### config.mk
export PLATFORM = sky130hd
export DESIGN_NAME = register_bank
export DESIGN_NICKNAME = d
export VERILOG_FILES = /design/src/rtl/phantom_pkg.sv /design/src/rtl/pc_unit.sv /design/src/rtl/register_bank.sv
export SDC_FILE = /design/constraint.sdc
export NUM_CORES = 1
export LEC_CHECK = 0
export ABC_AREA = 1
export BUFFER_PORTS_ARGS = -buffer_cell sky130_fd_sc_hd__buf_2
export CORE_MARGIN = 2
export CORE_UTILIZATION = 40
export CTS_CLUSTER_DIAMETER = 60
export CTS_CLUSTER_SIZE = 24
export DETAILED_ROUTE_END_ITERATION = 7
export PLACE_DENSITY = 0.66
export SETUP_SLACK_MARGIN = 0.4
export SYNTH_ARGS = -nofsm -noshare
export SYNTH_HDL_FRONTEND = slang
export SYNTH_SLANG_ARGS = --single-unit
### constraint.sdc
create_clock -name clock -period 21.6 [get_ports clock]
set_clock_uncertainty 0.2 [all_clocks]
set_input_delay 2.16 -clock clock [delete_from_list [all_inputs] [get_ports clock]]
set_output_delay 2.16 -clock clock [all_outputs]
set_load 0.02 [all_outputs]
### src/rtl/phantom_pkg.sv
// Shared definitions for the phantom pipeline.
//   REG_PC          register index that aliases the program counter
//   PC_STEP         sequential fetch increment in bytes
//   CPSR_*          NZCV bit positions within the 4-bit flag field
//   reg_addr_t      register address type used by the forwarding unit and stage registers
//   word_t          datapath word type
//   pc_src_t        next-PC source selection, highest priority last
package phantom_pkg;

    localparam int unsigned REG_PC  = 15;
    localparam int unsigned PC_STEP = 4;

    localparam int unsigned CPSR_N = 3;
    localparam int unsigned CPSR_Z = 2;
    localparam int unsigned CPSR_C = 1;
    localparam int unsigned CPSR_V = 0;

    typedef logic [3:0]  reg_addr_t;
    typedef logic [31:0] word_t;

    typedef enum logic [1:0] {
        PC_SRC_STEP,
        PC_SRC_HOLD,
        PC_SRC_BRANCH,
        PC_SRC_WB
    } pc_src_t;

endpackage

### src/rtl/pc_unit.sv
// Program counter (r15) holder.
//   clock, reset   pipeline clock, asynchronous active-high reset
//   wb_load        writeback targets r15 this cycle; wb_data is the new PC
//   branch_ctrl    load PC from branch_target
//   fetch_stall    hold PC this cycle (only when no load is pending)
//   pc             registered fetch address, bits [1:0] always zero
module pc_unit
    import phantom_pkg::*;
#(
    parameter int unsigned             DATA_WIDTH = 32,
    parameter logic [DATA_WIDTH-1:0]   RESET_PC   = '0
) (
    input  logic                  clock,
    input  logic                  reset,
    input  logic                  wb_load,
    input  logic [DATA_WIDTH-1:0] wb_data,
    input  logic                  branch_ctrl,
    input  logic [DATA_WIDTH-1:0] branch_target,
    input  logic                  fetch_stall,
    output logic [DATA_WIDTH-1:0] pc
);

    pc_src_t               pc_src;
    logic [DATA_WIDTH-1:0] pc_next;

    function automatic logic [DATA_WIDTH-1:0] align_word(input logic [DATA_WIDTH-1:0] value);
        return {value[DATA_WIDTH-1:2], 2'b00};
    endfunction

    // Writeback beats branch beats stall; a stall never blocks a load.
    always_comb begin
        pc_src = PC_SRC_STEP;
        if (wb_load)
            pc_src = PC_SRC_WB;
        else if (branch_ctrl)
            pc_src = PC_SRC_BRANCH;
        else if (fetch_stall)
            pc_src = PC_SRC_HOLD;
    end

    always_comb begin
        pc_next = pc;
        case (pc_src)
            PC_SRC_WB:     pc_next = align_word(wb_data);
            PC_SRC_BRANCH: pc_next = align_word(branch_target);
            PC_SRC_HOLD:   pc_next = pc;
            PC_SRC_STEP:   pc_next = align_word(pc + DATA_WIDTH'(PC_STEP));
            default:       pc_next = pc;
        endcase
    end

    always_ff @(posedge clock or posedge reset) begin
        if (reset)
            pc <= align_word(RESET_PC);
        else
            pc <= pc_next;
    end

endmodule

### src/rtl/register_bank.sv
// Architectural register file with PC and CPSR.
//   clock, reset                 pipeline clock, asynchronous active-high reset
//   a_address/a_data             decode read port A (combinational, with writeback bypass)
//   b_address/b_data             decode read port B (combinational, with writeback bypass)
//   back_dest_address/
//   back_register_write_ctrl/
//   back_data                    writeback bundle; destination 15 loads the PC
//   branch_ctrl/branch_target    branch load of the PC
//   fetch_stall                  hold the PC this cycle
//   cpsr_write_ctrl/cpsr_in      NZCV update from the ALU
//   pc                           registered fetch address
//   cpsr                         registered NZCV flags
module register_bank
    import phantom_pkg::*;
#(
    parameter int unsigned           DATA_WIDTH     = 32,
    parameter int unsigned           ADDR_WIDTH     = 4,
    parameter logic [DATA_WIDTH-1:0] RESET_PC       = '0,
    parameter logic [DATA_WIDTH-1:0] PC_READ_OFFSET = DATA_WIDTH'(8)
) (
    input  logic                  clock,
    input  logic                  reset,
    input  logic [ADDR_WIDTH-1:0] a_address,
    input  logic [ADDR_WIDTH-1:0] b_address,
    output logic [DATA_WIDTH-1:0] a_data,
    output logic [DATA_WIDTH-1:0] b_data,
    input  logic [ADDR_WIDTH-1:0] back_dest_address,
    input  logic                  back_register_write_ctrl,
    input  logic [DATA_WIDTH-1:0] back_data,
    input  logic                  branch_ctrl,
    input  logic [DATA_WIDTH-1:0] branch_target,
    input  logic                  fetch_stall,
    input  logic                  cpsr_write_ctrl,
    input  logic [3:0]            cpsr_in,
    output logic [DATA_WIDTH-1:0] pc,
    output logic [3:0]            cpsr
);

    localparam int unsigned NUM_GPR = REG_PC;
    localparam logic [ADDR_WIDTH-1:0] PC_ADDR = ADDR_WIDTH'(REG_PC);

    logic [DATA_WIDTH-1:0] gpr [NUM_GPR];

    logic wb_to_pc;
    logic wb_to_gpr;

    assign wb_to_pc  = back_register_write_ctrl && (back_dest_address == PC_ADDR);
    assign wb_to_gpr = back_register_write_ctrl && (back_dest_address <  PC_ADDR);

    // General registers r0-r14; r15 lives in pc_unit.
    always_ff @(posedge clock or posedge reset) begin
        if (reset) begin
            for (int unsigned i = 0; i < NUM_GPR; i++)
                gpr[i] <= '0;
        end else if (wb_to_gpr) begin
            gpr[back_dest_address] <= back_data;
        end
    end

    always_ff @(posedge clock or posedge reset) begin
        if (reset)
            cpsr <= '0;
        else if (cpsr_write_ctrl)
            cpsr <= cpsr_in;
    end

    pc_unit #(
        .DATA_WIDTH (DATA_WIDTH),
        .RESET_PC   (RESET_PC)
    ) u_pc_unit (
        .clock         (clock),
        .reset         (reset),
        .wb_load       (wb_to_pc),
        .wb_data       (back_data),
        .branch_ctrl   (branch_ctrl),
        .branch_target (branch_target),
        .fetch_stall   (fetch_stall),
        .pc            (pc)
    );

    // r15 reads see the pipelined PC offset; other registers see an
    // in-flight writeback so decode never picks up a stale value.
    function automatic logic [DATA_WIDTH-1:0] read_port(input logic [ADDR_WIDTH-1:0] addr);
        logic [DATA_WIDTH-1:0] value;
        value = '0;
        if (addr == PC_ADDR)
            value = pc + PC_READ_OFFSET;
        else if (addr < PC_ADDR) begin
            if (wb_to_gpr && (back_dest_address == addr))
                value = back_data;
            else
                value = gpr[addr];
        end
        return value;
    endfunction

    always_comb begin
        a_data = read_port(a_address);
    end

    always_comb begin
        b_data = read_port(b_address);
    end

endmodule

[Yosys cells after proc, flatten, opt, wreduce, memory -nomap -nowiden]
Cells that the tools add are included.
Word-level totals
  bits in registers: 516
  input bits: 86
  output and inout bits: 100
  logic and storage cells: 62
Operators by class
  add/subtract/negate cells: 2
  magnitude comparators: 7
  equal/unequal tests: 8
  multiplexer cells: 19
  bitwise gates (word level): 3
  reductions and logical operators: 6
Operators by type and width (number)
  480-bit bitwise mux: 1
  32-bit two-way mux: 11
  32-bit binary-select mux with 4-bit select: 2
  32-bit demux with 4-bit select: 1
  32-bit one-hot mux with 3 select lines: 1
  32-bit by 3-bit adder with 32-bit output, second input constant: 1
  32-bit by 4-bit adder with 32-bit output, second input constant: 1
  5-bit >= comparator, second input constant: 3
  4-bit NOT with 5-bit output: 3
  4-bit equality test, second input constant: 3
  4-bit less-than comparator, second input constant: 3
  4-bit equality test: 2
  1-bit logical AND: 5
  5-bit by 1-bit less-than comparator with 1-bit output, second input constant: 1
  2-bit equality test, second input constant: 2
  2-bit two-way mux: 2
  2-bit by 1-bit equality test with 1-bit output, second input constant: 1
  2-bit logical NOT: 1
  1-bit two-way mux: 1

[Logic depth before layout (Yosys ltp)]
Gate-level depths: netlist of run 1.
  depth after elaboration: 7
  mapped depth: 13
  gate-level depth less buffers: 11

[Cells and area by module]
Synthesis of run 1 repeated with hierarchy kept, for this count alone.
Unflattened totals
  cell total of the unflattened synthesis: 5079
  area total of the unflattened synthesis: 32074.5 um^2
Modules (own cells, without submodules)
  register_bank: times used 1, cells an instance 4658, area each 29455.8 um^2, seq. area each 12111.6 um^2
  pc_unit: times used 1, cells an instance 421, area each 2618.8 um^2, seq. area each 750.7 um^2

[Worst setup path after synthesis of run 1]
OpenSTA, ideal clock, no wires.
  path kind: input port to output port
  start point: input port back_dest_address[2]
  end point: output port a_data[0]
  data arrival time: 3.520 ns
  data required time: 19.240 ns
  slack: 15.720 ns
  stages on the path: 8
  buffers on the path: 2
  cells stage by stage: clkbuf_2 xor2_1 nor2_1 nand2_1 nor2_2 inv_2 buf_2 o21ai_0
On the way
  word-level cells in the longest chain between the ends: 6
  elaborated cells between the ends (all ways): 7
  those cells by class: order compare: 1; eq/ne: 1; mux: 3; reduce/logical: 2
Ends and longest elaborated chain
  start: declaration: line register_bank.sv:27  | input logic [ADDR_WIDTH-1:0] back_dest_address,
  4-bit less-than comparator: line register_bank.sv:48  | assign wb_to_gpr = back_register_write_ctrl && (back_dest_address < PC_ADDR);
  1-bit logical AND: line register_bank.sv:48
  1-bit logical AND (*): line register_bank.sv:89  | if (wb_to_gpr && (back_dest_address == addr))
  32-bit two-way mux (*): line register_bank.sv:89
  32-bit two-way mux (*): line register_bank.sv:88  | else if (addr < PC_ADDR) begin
  32-bit two-way mux (*): line register_bank.sv:86  | if (addr == PC_ADDR)
  end: declaration: line register_bank.sv:25  | output logic [DATA_WIDTH-1:0] a_data,
Mark *: on every way between the ends. The rest lies on a longest branch, timed or not.

[Final worst setup path of run 1]
  start point: input port a_address[0]
  end point: output port a_data[21]
On the way
  word-level cells in the longest chain between the ends: 7
  elaborated cells between the ends (all ways): 11
  those cells by class: order compare: 1; eq/ne: 2; mux: 6; bitwise: 1; reduce/logical: 1
Ends and longest elaborated chain
  start: declaration: line register_bank.sv:23  | input logic [ADDR_WIDTH-1:0] a_address,
  4-bit NOT with 5-bit output (implied by the code): line register_bank.sv:92  | value = gpr[addr];
  32-bit binary-select mux with 4-bit select: line register_bank.sv:92
  32-bit two-way mux (implied by the code) (2 in series): line register_bank.sv:92
  32-bit two-way mux: line register_bank.sv:89
  32-bit two-way mux: line register_bank.sv:88
  32-bit two-way mux (*): line register_bank.sv:86
Mark *: on every way between the ends. The rest lies on a longest branch, timed or not. The select of a mux whose other input is x is not followed.

==> results.py, run 1 <==
metrics = {
    "outcome": {
        "outcome": "finished, final reports clean",
    },
    "global_routing": {
        "total_congestion_overflow_after_global_routing": 0,
        "antenna_found_initial": 7,
        "grt_util_all_layers_pct": 30.5,
        "grt_start_max_net_pins": 144,
        "grt_pass1_wl_um": 183000,
        "grt_pass1_vias": 29300,
    },
    "finish": {
        "drive_gt1_share_pct": 8.21,
        "postLayoutCellArea_mm2": 0.0340,
        "finish.utilization_pct": 44.6,
        "area_delta_synth_final_pct": 10.2,
        "fillCellCount": 7793,
        "final_net_count": 4700,
        "seqCellArea_mm2": 0.0129,
        "multi_input_comb_area_mm2": 0.0151,
    },
    "critical_path": {
        "critical_path.top_delay_family": "buffers and inverters",
        "end_kind": "output pin",
        "critPathMostFrequentCell": "nand2_1",
        "cp_data_arrival_time_ns": 6.81,
        "worst_setup_path_start_kind": "input pin",
        "slowest_delay_ns": 0.85,
        "path_buf_inv": 5,
        "cpMaxStageDelayCell": "buf_4",
        "cp_max_fo": 82,
        "critPathRequiredTime_ns": 19.24,
        "cp_cell_instances": "buf_6 -> buf_4 -> nand2_1 -> inv_2 -> buf_4 -> nand2_1 -> nand4_1 -> nand3_1 -> nand2_1 -> nand2_1 -> nand3_1 -> buf_2",
        "critical_path_class": "input pin to output pin",
    },
    "floorplan": {
        "die_x_um": 282,
        "start_util_pct": 40.5,
        "core_region_area_mm2": 0.0761,
        "floorplan.io_pins": 186,
        "rows": 101,
        "chipHeight_um": 282,
        "floorplan_die_area_mm2": 0.0793,
    },
    "logic_synthesis": {
        "synth_seq_area_share_pct": 41.7,
        "syn_area_per_cell_um2": 6.63,
        "number_of_flops_mapped_to_enable_cells_by_yosys": 0,
        "synth_most_common_cell": "nand2_1",
        "synth_cell_types": 38,
        "syn-cell-area_mm2": 0.0308,
        "ys_dominant_reg_cell": "dfrtp_1",
        "synthDominantCellAreaShare_pct": 41.7,
        "synth-warning-count": 0,
        "yosysTopAreaCell": "dfrtp_1",
        "postSynth.asyncResetShare_pct": 100,
        "postSynthRegisterBits": 514,
        "ys_top_cells_by_area": "dfrtp_1, nand2_1, o21ai_0, nand3_1, inv_1",
        "synth.cells.most_frequent": "nand2_1, dfrtp_1, o21ai_0",
        "syn_inst": 4653,
    },
    "detailed_routing": {
        "detail-route-antenna-nets": 0,
        "drt_iter0_markers": 4135,
        "detail_route.vias_per_cell": 5.64,
        "firstDrtPassIters": 6,
        "dr_total_vias": 32100,
        "drt-wirelength-per-cell_um": 21.5,
        "drt_wl_total_um": 122000,
        "drc": 0,
    },
    "run": {
        "maxCapViolations": 0,
    },
    "timing": {
        "timing_hold_violations_final": 0,
        "hold_slack_ns": 0.287,
        "timing.fmax_mhz": 109,
        "grt_setup_unrepaired": "no",
        "max_slew_margin_pct": 15.3,
        "timing.setup.tns_ns": 0,
        "setup_viol_count_final": 0,
        "final.min_clock_period_ns": 9.17,
        "slew_viol_final": 0,
        "min_period_over_period_pct": 42.5,
        "worst-slew-pin-transition_ns": 1.26,
    },
    "clock_network": {
        "postCtsHoldBufs": 0,
        "cts_post_setup_buffers_inserted": 0,
        "clk_buf_depth": 3,
        "clk-insertion-delay-late_ns": 0.65,
        "tritoncts.num_buffers": 52,
        "ctsRootBufferMaster": "clkbuf_16",
        "worst_setup_hold_path_clk_slew_ns": 0.07,
        "cts_resized": 0,
        "cts_num_sinks": 514,
        "h-tree-depth": 2,
        "cts_tree": "done",
    },
    "place": {
        "dpl-instance-area_mm2": 0.0321,
        "io_buffers": 181,
        "finalWeightedCongestion": 0.982,
        "place.detailed.hpwl_um": 71400,
    },
    "power_and_ir_drop": {
        "total_power_w": 0.00304,
        "vdd_drop_max_uv": 58.7,
        "power.static_leakage_nw": 16.4,
        "pwr_density_cell_mw_per_mm2": 89.5,
    },
    "worst_hold_path": {
        "hold_path.class": "flip-flop to flip-flop",
    },
}
## flip-flops by register name, summed over array words and instances (netlist names)
signal        flops
cpsr              4
gpr             480
u_pc_unit.pc     30
## worst paths after layout
path | start | slack, ns | cells after the start | end
min in group asynchronous | reset | 1.48 | 2 | cpsr[2]
setup reg to reg | u_pc_unit.pc[4] | 19.13 | 9 | u_pc_unit.pc[27]
hold / removal | gpr[476] | 0.29 | 2 | gpr[476]
setup / recovery | a_address[0] | 12.43 | 12 | a_data[21]
hold reg to reg | gpr[476] | 0.29 | 2 | gpr[476]
max in group asynchronous | reset | 17.35 | 4 | gpr[357]
## cell type report
class                   instances  share of cell area (%)
diodes                          3                  0.0221
clock buffers                  58                    3.99
clock inverters                39                    1.42
inverters                     411                    4.58
multi-input cells            3401                    44.5
flip-flops and latches        514                    37.9
well taps                    1030                    3.79
repair buffers                232                    3.87
## metal layers
metal | vias up | GRT usage (%) | part of all wire (%)
li1 | 14800 | - | -
met1 | 14800 | 40.6 | 39
met2 | 2023 | 47.6 | 44
met3 | 407 | 6.67 | 13
met4 | 4 | 13.3 | 4.6
met5 | - | 0 | 0.022
## metrics by stage
step	instances	setup WS (ns)
5_1_grt	5686	12.31
3_3_place_gp	5588	12.58
2_1_floorplan	4654	4.88
6_report	5688	12.43
3_5_place_dp	5588	12.61
4_1_cts	5685	12.64
## kinds of logic (layout without fill, tap and decap cells)
logic type                 count (synthesis)  count (layout)  share of synthesized area, %
and+or+nand+nor                         2657            2657                          35.4
buffers and inverters                    739             740                          9.58
AOI/OAI and AO/OA                        709             709                          12.3
DFF                                      514             514                          41.7
xor gates and xnor gates                  27              27                         0.767
muxes                                      4               4                         0.146
adders and majority gates                  2               2                        0.0812
other                                      1               5                        0.0122
## worst reg2reg max path, stage by stage, from the launching register on
cell and delay (ns):
dfrtp_1 0.51, ha_1 0.42, inv_1 0.08, nor2_1 0.21
nand2_1 0.21, nor2_1 0.38, nand2_1 0.11, nand2_1 0.07
nand3_1 0.06, a21oi_1 0.13
## power by group
part           switching [W]  internal (W)  total (W)
Combinational       0.000508      0.000236   0.000744
Sequential          0.000130       0.00117    0.00130
Clock               0.000463      0.000532   0.000996
## cell usage in the layout, fill, tap and decap left out, drive strengths merged
master    synthesis  layout
a21o              1       1
a21oi           109     109
a22oi             4       4
a31oi             3       3
buf             143     232
bufinv            0       5
clkbuf          185      58
clkinv           17      28
clkinvlp          0       6
conb              1       2
dfrtp           514     514
diode             0       3
ha                2       2
inv             394     411
mux2              4       4
nand2          1835    1835
nand3           414     414
nand3b            2       2
nand4           129     129
nor2            273     273
nor3              2       2
o211ai           88      88
o21ai           500     500
o21bai            2       2
o22ai             2       2
or2               2       2
xnor2             2       2
xor2             25      25
No activity file was read; power rests on OpenSTA's default activity.
==> run 2: changes to the inputs <==
--- a/config.mk
+++ b/config.mk
@@ -5,7 +5,7 @@
 export SDC_FILE = /design/constraint.sdc
 export NUM_CORES = 1
 export LEC_CHECK = 0
-export ABC_AREA = 1
+export ABC_AREA = 0
 export BUFFER_PORTS_ARGS = -buffer_cell sky130_fd_sc_hd__buf_2
 export CORE_MARGIN = 2
 export CORE_UTILIZATION = 40
==> constraint.sdc (replaced) <==
create_clock -name clock -period 8.75 [get_ports clock]
set_clock_uncertainty 0.2 [all_clocks]
set_input_delay 0.875 -clock clock [delete_from_list [all_inputs] [get_ports clock]]
set_output_delay 0.875 -clock clock [all_outputs]
set_load 0.02 [all_outputs]
==> run 2 against run 1 <==
Net effect: non-clock buffer count fell by 4; sequential power rose to 2.6 times the previous value; flip-flop and latch count did not move; area after synthesis fell by 4.7%; final area fell by 4.6%; synthesized cell count fell by 51%.
==> results.py, run 2 <==
metrics = {
    "logic_synthesis": {
        "synth_seq_area_share_pct": 43.8,
        "syn-cell-area_mm2": 0.0294,
        "synth.cells.most_frequent": "dfrtp_1, mux2_2, mux4_2",
        "postSynthRegisterBits": 514,
        "number_of_flops_mapped_to_enable_cells_by_yosys": 0,
        "yosysTopAreaCell": "dfrtp_1",
        "syn_inst": 2290,
        "synth_most_common_cell": "dfrtp_1",
        "postSynth.asyncResetShare_pct": 100,
        "synthDominantCellAreaShare_pct": 43.8,
        "ys_top_cells_by_area": "dfrtp_1, mux2_2, mux4_2, mux2i_1, a22oi_1",
        "syn_area_per_cell_um2": 12.8,
        "synth-warning-count": 0,
        "ys_dominant_reg_cell": "dfrtp_1",
        "synth_cell_types": 64,
    },
    "detailed_routing": {
        "detail-route-antenna-nets": 0,
        "drt_wl_total_um": 101000,
        "wl_met2_um": 46700,
        "sum_of_routed_wire_segments_on_met1_um": 40300,
        "drt_iter0_markers": 2455,
        "dr_total_vias": 21900,
        "met3_length_um": 9760,
        "detail_route.vias_per_cell": 6.62,
        "drc": 0,
        "drt-wirelength-per-cell_um": 30.4,
        "routed.top_layer": "met5",
        "firstDrtPassIters": 8,
    },
    "critical_path": {
        "worstRegToRegCells": 6,
        "worst_setup_path_start_kind": "input pin",
        "critical_path_class": "input pin to output pin",
        "rrSetupSlack_ns": 5.55,
        "cp_data_arrival_time_ns": 4.60,
        "cpMaxStageDelayCell": "and3_1",
        "critical_path_cell_count": 9,
        "path_buf_inv": 5,
        "end_kind": "output pin",
        "critical_path.top_delay_family": "buffers and inverters",
        "critPathRequiredTime_ns": 7.68,
        "critPathMostFrequentCell": "buf_4",
        "slowest_delay_ns": 0.84,
        "cp_cell_instances": "buf_2 -> buf_4 -> and2_1 -> buf_4 -> and3_1 -> buf_4 -> nor3_1 -> a211oi_1 -> buf_2",
        "cp_max_fo": 33,
    },
    "clock_network": {
        "postCtsHoldBufs": 0,
        "cts_num_sinks": 514,
        "clk_buf_depth": 3,
        "worst_setup_hold_path_clk_slew_ns": 0.09,
        "cts_post_setup_buffers_inserted": 0,
        "cts_tree": "done",
        "tritoncts.num_buffers": 40,
        "ctsRootBufferMaster": "clkbuf_16",
        "h-tree-depth": 2,
        "cts_resized": 0,
        "clk-insertion-delay-late_ns": 0.61,
    },
    "global_routing": {
        "total_congestion_overflow_after_global_routing": 0,
        "grt_start_max_net_pins": 136,
        "antenna_found_initial": 18,
        "grt_util_all_layers_pct": 26.4,
        "grt_pass1_wl_um": 148000,
        "grt_pass1_vias": 22100,
    },
    "timing": {
        "slew_viol_final": 0,
        "min_period_over_period_pct": 64.9,
        "max_slew_margin_pct": 12.1,
        "timing.fmax_mhz": 176,
        "timing_hold_violations_final": 0,
        "setup_viol_count_final": 0,
        "setup_ws_ns": 3.07,
        "worst-slew-pin-transition_ns": 1.31,
        "grt_setup_unrepaired": "no",
        "hold_slack_ns": 0.144,
        "final.min_clock_period_ns": 5.68,
        "timing.setup.tns_ns": 0,
    },
    "finish": {
        "mostFrequentLayoutCells": "dfrtp_1, mux2_2, mux4_2",
        "fillCellCount": 6523,
        "seqCellArea_mm2": 0.0129,
        "drive_gt1_share_pct": 41.9,
        "leading_cell_type_in_the_layout_fill_and_taps_excluded": "dfrtp_1",
        "finalNonFillerCells": 3307,
        "multi_input_comb_area_mm2": 0.0154,
        "largest_register": "gpr",
        "final_net_count": 2403,
        "largest_register_ffs": 480,
        "area_delta_synth_final_pct": 10.3,
        "largestRegisters": "gpr (480), u_pc_unit.pc (30), cpsr (4)",
    },
    "place": {
        "place.detailed.hpwl_um": 62800,
        "preCtsSetupSlack_ns": 3.19,
        "placedCellCount": 3232,
        "finalWeightedCongestion": 0.924,
        "io_buffers": 181,
    },
    "floorplan": {
        "floorplan.io_pins": 186,
        "die_x_um": 275,
        "core_region_area_mm2": 0.0728,
        "rows": 99,
        "start_util_pct": 40.3,
        "floorplan_die_area_mm2": 0.0756,
        "chipHeight_um": 275,
    },
    "worst_hold_path": {
        "hold_path.class": "input pin to asynchronous set/reset pin",
    },
    "run": {
        "maxCapViolations": 0,
    },
    "power_and_ir_drop": {
        "pwr_density_cell_mw_per_mm2": 229,
        "power.static_leakage_nw": 13.4,
        "vdd_drop_max_uv": 149,
    },
    "outcome": {
        "outcome": "finished, final reports clean",
    },
}
[run 2: changes by cell type after synthesis, sizes merged, moves of 183 or more]
cell,change
inv,-369
o21ai,-434
nand2,-1752
nand3,-397
mux4,+183
nor2,-203
mux2,+463
[run 2: area by class of cell]
type / count / share of cell area, %
multi-input combinational: 1506 / 47.6
sequential: 514 / 39.7
timing repair buffer: 228 / 4.05
tap: 959 / 3.70
clock buffer: 46 / 3.35
clock inverter: 27 / 1.29
inverter: 25 / 0.301
antenna: 2 / 0.0154
[run 2: report_power, final]
part / switching [W] / internal (W)
clock network: 0.00102 / 0.00109
logic: 0.000934 / 0.00104
registers: 0.000425 / 0.00291
[run 2: metrics by stage]
| step | power (W) | area (µm²) | util, % |
|---|---|---|---|
| detailed placement | 0.00533 | 30900 | 42.4 |
| floorplan | 0.00472 | 29400 | - |
| CTS | 0.00743 | 32400 | 44.5 |
| global placement | 0.00521 | 30900 | 42.4 |
| finish | 0.00743 | 32400 | 44.5 |
| global route | 0.00774 | 32400 | 44.5 |
[run 2: cells by family (layout without fill, tap and decap cells)]
| kind of cell | count (synthesis) | in the layout | synth area share [%] |
|---|---|---|---|
| muxes | 765 | 765 | 35.9 |
| buffers and inverters | 271 | 326 | 4.13 |
| xor gates and xnor gates | 37 | 37 | 1.10 |
| other | 1 | 4 | 0.0128 |
| AOI/OAI and AO/OA | 412 | 412 | 10.3 |
| adders and majority gates | 2 | 2 | 0.0852 |
| DFF | 514 | 514 | 43.8 |
| and+or+nand+nor | 288 | 288 | 4.76 |
[run 2: worst paths after layout]
kind / start / endpoint
max in group asynchronous: reset / gpr[135]
setup / recovery: b_address[3] / b_data[30]
setup reg to reg: u_pc_unit.pc[3] / u_pc_unit.pc[22]
hold / removal: reset / gpr[154]
min in group clock: cpsr[0] / cpsr[0]
hold reg to reg: cpsr[0] / cpsr[0]
[run 2: routing by layer]
layer / vias up / global-route usage [%]
met5: - / 0
li1: 8865 / -
met1: 11500 / 35.6
met2: 1203 / 41.7
met3: 264 / 6.14
met4: 24 / 9.53
